<file path="config.mk">
export PLATFORM = sky130hd
export DESIGN_NAME = esc_pwm_gen_flat
export DESIGN_NICKNAME = d
export VERILOG_FILES = /design/src/rtl/esc_pwm_gen_if.sv /design/src/rtl/esc_pwm_gen.sv /design/src/flat_wrapper.sv
export SDC_FILE = /design/constraint.sdc
export NUM_CORES = 1
export LEC_CHECK = 0
export ABC_AREA = 1
export BUFFER_PORTS_ARGS = -buffer_cell sky130_fd_sc_hd__buf_2
export CORE_AREA = 2 2 118 109
export DETAILED_ROUTE_END_ITERATION = 8
export DIE_AREA = 0 0 120 111
export PLACE_DENSITY = 0.7
export RECOVER_POWER = 100
export SYNTH_ARGS = -nofsm -noshare
export SYNTH_HDL_FRONTEND = slang
export SYNTH_SLANG_ARGS = --single-unit
</file>
<file path="constraint.sdc">
create_clock -name clk_ctrl -period 3.7 [get_ports clk_ctrl]
set_input_delay 0.555 -clock clk_ctrl [delete_from_list [all_inputs] [get_ports clk_ctrl]]
set_output_delay 0.555 -clock clk_ctrl [all_outputs]
set_load 0.1 [all_outputs]
</file>
<file path="src/rtl/esc_pwm_gen_if.sv">
// Control/status bundle between the ESC control logic and the PWM generator.
// The controller holds the master side; esc_pwm_gen holds the slave side.
interface esc_pwm_gen_if #(
    parameter int N_CH  = 3,
    parameter int CNT_W = 12,
    parameter int DT_W  = 8
);
    logic                    en;
    logic [CNT_W-1:0]        period_in;
    logic [N_CH*CNT_W-1:0]   duty_in;
    logic                    load;
    logic                    load_ack;
    logic [DT_W-1:0]         dt_cycles;
    logic [CNT_W-1:0]        cnt;
    logic                    period_start;
    logic [N_CH-1:0]         pwm_h;
    logic [N_CH-1:0]         pwm_l;

    modport master (
        output en, period_in, duty_in, load, dt_cycles,
        input  load_ack, cnt, period_start, pwm_h, pwm_l
    );

    modport slave (
        input  en, period_in, duty_in, load, dt_cycles,
        output load_ack, cnt, period_start, pwm_h, pwm_l
    );
endinterface

</file>
<file path="src/rtl/esc_pwm_gen.sv">
// Multi-channel PWM generator: shared edge/centre-aligned counter, per-channel compare,
// shadow-buffered period/duty. Define DEADTIME_EN to add per-channel rising-edge dead-time.
module esc_pwm_gen #(
    parameter int N_CH       = 3,
    parameter int CNT_W      = 12,
    parameter bit CENTER     = 1'b0,
    parameter int PERIOD_RST = 1250,
    parameter int DT_W       = 8
) (
    input logic          clk_ctrl,
    input logic          rst_n,
    esc_pwm_gen_if.slave bus
);
    typedef enum logic {DIR_DOWN = 1'b0, DIR_UP = 1'b1} dir_e;

    localparam logic [CNT_W-1:0] PERIOD_MIN  = CNT_W'(2);
    localparam logic [CNT_W-1:0] PERIOD_INIT = (PERIOD_RST < 2) ? PERIOD_MIN : CNT_W'(PERIOD_RST);

    dir_e                  dir_q, dir_d;
    logic [CNT_W-1:0]      cnt_q, cnt_d;
    logic [CNT_W-1:0]      period_q, period_d;
    logic [N_CH*CNT_W-1:0] duty_q, duty_d;
    logic [CNT_W-1:0]      shadowPeriod_q, shadowPeriod_d;
    logic [N_CH*CNT_W-1:0] shadowDuty_q, shadowDuty_d;
    logic                  pending_q, pending_d;
    logic                  loadAck_q, loadAck_d;
    logic                  periodStart_q, periodStart_d;
    logic [N_CH-1:0]       pwmH_q, pwmH_d;
    logic [N_CH-1:0]       pwmL_q, pwmL_d;
    logic [N_CH-1:0]       raw;
    logic                  atBoundary;
    logic                  applyShadow;

    // Counter sequencing, compare and shadow handover. The boundary is the last cycle
    // of a period, so new settings take effect exactly as cnt returns to 0.
    always_comb begin
        cnt_d          = cnt_q;
        dir_d          = dir_q;
        period_d       = period_q;
        duty_d         = duty_q;
        shadowPeriod_d = shadowPeriod_q;
        shadowDuty_d   = shadowDuty_q;
        pending_d      = pending_q;
        loadAck_d      = 1'b0;
        raw            = '0;
        atBoundary     = 1'b0;
        applyShadow    = 1'b0;

        for (int i = 0; i < N_CH; i++) begin
            raw[i] = cnt_q < duty_q[i*CNT_W +: CNT_W];
        end

        if (CENTER) begin
            atBoundary = (dir_q == DIR_DOWN) && (cnt_q == CNT_W'(1));
        end else begin
            atBoundary = cnt_q >= (period_q - CNT_W'(1));
        end

        if (!bus.en) begin
            cnt_d = '0;
            dir_d = DIR_UP;
        end else if (CENTER) begin
            if (cnt_q == '0) begin
                cnt_d = CNT_W'(1);
                dir_d = DIR_UP;
            end else if ((dir_q == DIR_UP) && (cnt_q >= period_q)) begin
                cnt_d = cnt_q - CNT_W'(1);
                dir_d = DIR_DOWN;
            end else if (dir_q == DIR_UP) begin
                cnt_d = cnt_q + CNT_W'(1);
            end else begin
                cnt_d = cnt_q - CNT_W'(1);
            end
        end else begin
            cnt_d = atBoundary ? '0 : cnt_q + CNT_W'(1);
        end

        // period_start shares the one-cycle latency of the compare outputs.
        periodStart_d = bus.en && (cnt_q == '0);

        applyShadow = pending_q && (atBoundary || !bus.en);
        if (applyShadow) begin
            period_d  = (shadowPeriod_q < PERIOD_MIN) ? PERIOD_MIN : shadowPeriod_q;
            duty_d    = shadowDuty_q;
            pending_d = 1'b0;
            loadAck_d = 1'b1;
        end

        if (bus.load) begin
            shadowPeriod_d = bus.period_in;
            shadowDuty_d   = bus.duty_in;
            pending_d      = 1'b1;
        end
    end

`ifdef DEADTIME_EN
    logic [N_CH-1:0] rawPrev_q;
    logic [DT_W-1:0] dtCnt_q [N_CH];
    logic [DT_W-1:0] dtCnt_d [N_CH];

    // Every raw edge restarts the hold-off; an output may only rise once it expires,
    // so high and low sides are both off for dt_cycles around each transition.
    always_comb begin
        pwmH_d = '0;
        pwmL_d = '0;
        for (int i = 0; i < N_CH; i++) begin
            if (raw[i] != rawPrev_q[i]) begin
                dtCnt_d[i] = bus.dt_cycles;
            end else if (dtCnt_q[i] != '0) begin
                dtCnt_d[i] = dtCnt_q[i] - DT_W'(1);
            end else begin
                dtCnt_d[i] = '0;
            end
            pwmH_d[i] = bus.en && raw[i] && (dtCnt_d[i] == '0);
            pwmL_d[i] = bus.en && !raw[i] && (dtCnt_d[i] == '0);
        end
    end

    always_ff @(posedge clk_ctrl or negedge rst_n) begin
        if (!rst_n) begin
            rawPrev_q <= '0;
            for (int i = 0; i < N_CH; i++) dtCnt_q[i] <= '0;
        end else begin
            rawPrev_q <= raw;
            for (int i = 0; i < N_CH; i++) dtCnt_q[i] <= dtCnt_d[i];
        end
    end
`else
    logic [DT_W-1:0] unusedDt;
    assign unusedDt = bus.dt_cycles;

    always_comb begin
        pwmH_d = {N_CH{bus.en}} & raw;
        pwmL_d = {N_CH{bus.en}} & ~raw;
    end
`endif

    always_ff @(posedge clk_ctrl or negedge rst_n) begin
        if (!rst_n) begin
            dir_q          <= DIR_UP;
            cnt_q          <= '0;
            period_q       <= PERIOD_INIT;
            duty_q         <= '0;
            shadowPeriod_q <= '0;
            shadowDuty_q   <= '0;
            pending_q      <= 1'b0;
            loadAck_q      <= 1'b0;
            periodStart_q  <= 1'b0;
            pwmH_q         <= '0;
            pwmL_q         <= '0;
        end else begin
            dir_q          <= dir_d;
            cnt_q          <= cnt_d;
            period_q       <= period_d;
            duty_q         <= duty_d;
            shadowPeriod_q <= shadowPeriod_d;
            shadowDuty_q   <= shadowDuty_d;
            pending_q      <= pending_d;
            loadAck_q      <= loadAck_d;
            periodStart_q  <= periodStart_d;
            pwmH_q         <= pwmH_d;
            pwmL_q         <= pwmL_d;
        end
    end

    assign bus.cnt          = cnt_q;
    assign bus.load_ack     = loadAck_q;
    assign bus.period_start = periodStart_q;
    assign bus.pwm_h        = pwmH_q;
    assign bus.pwm_l        = pwmL_q;
endmodule

</file>
<file path="src/flat_wrapper.sv">
// flat-port wrapper written by rule: the top's interface ports become plain ports
module esc_pwm_gen_flat 
#(
    parameter int N_CH       = 3,
    parameter int CNT_W      = 12,
    parameter bit CENTER     = 1'b0,
    parameter int PERIOD_RST = 1250,
    parameter int DT_W       = 8
)
  (clk_ctrl, rst_n, bus_en, bus_period_in, bus_duty_in, bus_load, bus_dt_cycles, bus_load_ack, bus_cnt, bus_period_start, bus_pwm_h, bus_pwm_l);
  esc_pwm_gen_if #(.N_CH(N_CH), .CNT_W(CNT_W), .DT_W(DT_W)) bus_i ();
  input logic clk_ctrl;
  input logic rst_n;
  input wire logic [$bits(bus_i.en)-1:0] bus_en;
  input wire logic [$bits(bus_i.period_in)-1:0] bus_period_in;
  input wire logic [$bits(bus_i.duty_in)-1:0] bus_duty_in;
  input wire logic [$bits(bus_i.load)-1:0] bus_load;
  input wire logic [$bits(bus_i.dt_cycles)-1:0] bus_dt_cycles;
  output wire logic [$bits(bus_i.load_ack)-1:0] bus_load_ack;
  output wire logic [$bits(bus_i.cnt)-1:0] bus_cnt;
  output wire logic [$bits(bus_i.period_start)-1:0] bus_period_start;
  output wire logic [$bits(bus_i.pwm_h)-1:0] bus_pwm_h;
  output wire logic [$bits(bus_i.pwm_l)-1:0] bus_pwm_l;
  assign bus_i.en = bus_en;
  assign bus_i.period_in = bus_period_in;
  assign bus_i.duty_in = bus_duty_in;
  assign bus_i.load = bus_load;
  assign bus_i.dt_cycles = bus_dt_cycles;
  assign bus_load_ack = bus_i.load_ack;
  assign bus_cnt = bus_i.cnt;
  assign bus_period_start = bus_i.period_start;
  assign bus_pwm_h = bus_i.pwm_h;
  assign bus_pwm_l = bus_i.pwm_l;
  esc_pwm_gen #(.N_CH(N_CH), .CNT_W(CNT_W), .CENTER(CENTER), .PERIOD_RST(PERIOD_RST), .DT_W(DT_W)) u_core (.clk_ctrl(clk_ctrl), .rst_n(rst_n), .bus(bus_i));
endmodule
</file>
### Word-level counts from Yosys, hierarchy flattened

Index checks and enable logic that the tools add are counted.

* flip-flop bits (word level): 117
* bits of input ports: 60
* output and inout bits: 20
* word-level logic and storage cells: 32

* $add $sub $neg: 2
* $lt $le $gt $ge: 5
* muxes and demuxes: 6
* bitwise logic cells: 3
* reduce and logical (&&, ||, !) cells: 6

Operators by type and width (count)
* 12-bit < comparator: 3
* 12-bit 2-to-1 mux: 3
* 12-bit by 1-bit adder with 12-bit output (second input constant): 1
* 12-bit >= comparator: 1
* 12-bit zero test: 1
* 12-bit by 2-bit < comparator with 1-bit output (second input constant): 1
* 12-bit by 1-bit subtractor with 12-bit output (second input constant): 1
* 3-bit bitwise AND: 2
* 1-bit 2-to-1 mux: 3
* 3-bit inverter: 1
* 1-bit logical AND: 2
* 2-bit nonzero test: 1
* 1-bit zero test: 1
* 1-bit logical OR: 1

### Longest topological paths before layout

* depth in word-level cells: 6
* mapped depth: 18
* gate-level depth less buffers: 16

### Least setup slack after synthesis

Ideal clock, no wire load.

* path kind: register to register
* start point: register u_core.period_q[2]
* end point: register u_core.duty_q[10]
* arrival time: 2287 ps
* path slack: 1296 ps
* cell stages (with the launch flop): 19
* buffers on the path: 2
* clock period less this slack: 2404 ps
* path through: dfrtp_1 nor2_1 nand2_1 nor2_1 nand4_1 xnor2_1 inv_1 ha_1 nand2_1 nor2_1 nand2_1 nor2_2 nand2_2 nand2_4 nand2_2 buf_6 buf_6 nand2_1 nand2_1

* longest elaborated chain between the ends: 4

Ends and longest elaborated chain
* start: declaration: line esc_pwm_gen.sv:21 `logic [CNT_W-1:0] period_q, period_d;`
* start signal: assignment: line esc_pwm_gen.sv:154 `period_q <= period_d;`
* 12-bit by 1-bit subtractor with 12-bit output: line esc_pwm_gen.sv:56 `atBoundary = cnt_q >= (period_q - CNT_W'(1));`
* 12-bit >= comparator: line esc_pwm_gen.sv:56
* 1-bit logical OR: line esc_pwm_gen.sv:81 `applyShadow = pending_q && (atBoundary || !bus.en);`
* 1-bit logical AND: line esc_pwm_gen.sv:81
* end signal: assignment: line esc_pwm_gen.sv:155 `duty_q <= duty_d;`
* end: declaration: line esc_pwm_gen.sv:22 `logic [N_CH*CNT_W-1:0] duty_q, duty_d;`

Every way passes these cells.
A chain may end at the register's enable or synchronous reset.

### Final worst setup path

* start point: register u_core.period_q[2]
* end point: register u_core.duty_q[35]

The elaborated chain is that of the path after synthesis.

==> impl_metrics.py <==
metrics = {
    "global_route": {
        "grt_pass1_vias": 4914,
        "grt_max_degree": 76,
        "grt_usage_pct": 21.04,
        "antenna_found_initial": 0,
        "grt_pass1_wl_um": 22380,
        "overflow": 0,
    },
    "finish": {
        "layout_common_cells": "287 x nand2_1, 112 x dfrtp_1, 75 x inv_1",
        "nNetsFinal": 910,
        "final_util_pct": 56.93,
        "drive_gt1_share_pct": 11.41,
        "final_common_cell": "nand2_1",
        "syn_to_final_growth_pct": 17.18,
        "diodes": 0,
    },
    "timing": {
        "tightest_slew_ns": 1.804,
        "setup_viol": 0,
        "finalCritPeriodShare_pct": 81.23,
        "hold_viol": 0,
        "clock.fmax_ghz": 0.3327,
        "fin_tns_setup_ns": 0,
        "grt_setup_unrepaired": "false",
        "final.setup_skew_ns": 0.01237,
        "relSlewSlack_pct": -20.24,
        "layout_min_cycle_time_ns": 3.006,
        "drv_slew": 76,
    },
    "cts": {
        "post-cts-setup-buffer-count": 0,
        "clk_latency_ns": 0.41,
        "htree_levels": 4,
        "clockRootBuffer": "clkbuf_16",
        "postCtsResizedCells": 0,
        "cts.sinks": 117,
        "cts_buffer_depth": 2,
        "cts_tree": "done",
        "clkTransAtPathRegs_ns": 0.05,
        "cts_inserted_buffers": 17,
        "cts_hold_buf": 0,
    },
    "place": {
        "io_buffers": 71,
        "place_congestion": 0.8187,
        "dp_hpwl_um": 8740,
    },
    "floorplan": {
        "top_level_ports": 80,
        "core_area_mm2": 0.01225,
        "die_h_um": 111,
        "rows": 39,
        "die_area_mm2": 0.01332,
        "die-width_um": 120,
        "start_util_pct": 48.59,
    },
    "yosys": {
        "ys_types": 21,
        "syn_nets": 842,
        "synth-seq-area-share_pct": 49.31,
        "ys_ff_latch": 117,
        "synth_warnings": 0,
        "syn-instance-count": 734,
        "syn-mean-instance-area_um2": 8.107,
        "netlist_area_mm2": 0.005951,
    },
    "critical_path": {
        "cp_slowest_stage_delay_ns": 0.55,
        "crit_path_top_delay_cell": "clkbuf_4",
        "worstPathMaxFanout": 59,
        "critPathLaunchType": "flip-flop",
        "cpMostUsedCell": "nor2_1",
        "path_cells": "nor2_1 -> nand2_1 -> nor2_1 -> nand4_1 -> xnor2_1 -> inv_1 -> ha_1 -> nand2_1 -> nor2_1 -> nand2_1 -> nor2_1 -> nor2_1 -> nand2_4 -> clkbuf_4 -> nand3_1 -> nand2_1",
        "worstSetupPathType": "reg -> reg",
        "endpoint_kind": "flip-flop",
        "ff2ff_setup_slack_ns": 0.69,
        "cp.arrival_ns": 3.35,
        "crit_required_ns": 4.04,
    },
    "drt": {
        "remaining_drc_errors": 0,
        "drt_iter0_drc": 230,
        "num_vias": 4807,
        "drt_wl_total_um": 12890,
        "viasPerCell": 4.910,
        "firstDrtPassIters": 4,
        "post_drt_wl_per_cell_um": 13.17,
        "postRouteAntennaNets": 0,
    },
    "pwr": {
        "powerDensity_mw_per_mm2": 535.9,
        "peakVddDrop_mv": 0.2254,
        "p_leak_nw": 3.819,
    },
    "worst_hold_path": {
        "hold_path.class": "in -> reg",
    },
    "outcome": {
        "violations": "capacitance limit, slew limit",
        "outcome": "finished, violations left",
    },
    "flow_run": {
        "maxCapViolations": 1,
    },
}
==> cell usage after synthesis (all sizes together) <==
| cell type | instances | area, µm² |
|---|---|---|
| buf | 12 | 78.82 |
| xnor2 | 4 | 35.03 |
| dfrtp | 112 | 2803 |
| clkinv | 1 | 3.750 |
| ha | 48 | 600.6 |
| nor4 | 1 | 6.260 |
| xor2 | 10 | 87.58 |
| clkbuf | 15 | 56.30 |
| nor3 | 9 | 45.04 |
| a21oi | 28 | 140.1 |
| dfstp | 5 | 131.4 |
| o21ai | 17 | 85.08 |
| nand3 | 59 | 295.3 |
| nand2 | 290 | 1101 |
| nand4 | 6 | 37.54 |
| inv | 75 | 281.5 |
| nor2 | 42 | 162.6 |
==> cell families (layout without fill, tap and decap cells) <==
| kind of cell | after synthesis | in the layout | synth area share, % |
|---|---|---|---|
| buffers and inverters | 103 | 184 | 7.065 |
| xor gates and xnor gates | 14 | 14 | 2.060 |
| DFF | 117 | 117 | 49.31 |
| and+or+nand+nor | 407 | 407 | 27.69 |
| adders and majority gates | 48 | 48 | 10.09 |
| AOI/OAI and AO/OA | 45 | 45 | 3.785 |
==> stage by stage <==
step | instance area [µm²] | power (mW) | hold slack, ns | setup WS (ns) | std cells
floorplan | 5951 | 1.978 | 0.2594 | 1.296 | 734
global placement | 6441 | 2.122 | 0.4546 | 0.8242 | 947
detailed placement | 6441 | 2.160 | 0.4584 | 0.7507 | 947
CTS | 7018 | 3.776 | 0.3282 | 0.7429 | 979
global route | 6973 | 3.938 | 0.3482 | 0.2981 | 979
finish | 6973 | 3.737 | 0.3423 | 0.6945 | 979
==> worst paths after layout <==
| kind | endpoint | depth (start not counted) | start |
|---|---|---|---|
| max reg2reg | u_core.duty_q[35] | 16 | u_core.period_q[2] |
| min reg2reg | u_core.duty_q[3] | 2 | u_core.duty_q[3] |
| min | u_core.shadowDuty_q[28] | 3 | bus_duty_in[28] |
| max | u_core.duty_q[35] | 16 | u_core.period_q[2] |
| max in group asynchronous | u_core.period_q[4] | 2 | rst_n |
| min in group asynchronous | u_core.shadowDuty_q[1] | 1 | rst_n |
==> worst max-delay path, delay by kind of cell, from the launching register on <==
family | cells | cell delay (ns)
xor gates and xnor gates | 1 | 0.15
and+or+nand+nor | 12 | 1.47
buffers and inverters | 2 | 0.61
adders and majority gates | 1 | 0.28
DFF | 1 | 0.41
==> cell type report <==
| type | instances | area (µm²) |
|---|---|---|
| clock buffer | 21 | 440.4 |
| clock inverter | 11 | 136.4 |
| fill | 1134 | 5275 |
| inverter | 76 | 285.3 |
| multi-input combinational | 514 | 2594 |
| sequential | 117 | 2934 |
| tap | 164 | 205.2 |
| timing repair buffer | 76 | 377.9 |
==> metal layers <==
layer  part of all wire, %  GRT usage, %
met1                    48         27.82
met5                     0             0
met2                    45         33.75
met3                   4.1         4.321
met4                   2.3         8.784
==> power by group <==
part	total [mW]	internal [mW]	leakage [nW]	switching (mW)
Clock	1.61	1.05	0.284	0.557
Sequential	1.52	1.43	1.46	0.0948
Combinational	0.605	0.208	2.08	0.397
Total	3.74	2.69	3.82	1.05
==> state kept, by name (all words and copies together), names as in the netlist <==
signal	cells
u_core.bus.load_ack	1
u_core.duty_q	36
u_core.period_q	12
u_core.bus.pwm_l	3
u_core.pending_q	1
u_core.bus.period_start	1
u_core.shadowPeriod_q	12
u_core.bus.cnt	12
u_core.shadowDuty_q	36
u_core.bus.pwm_h	3
(Power assumes the default switching activity.)
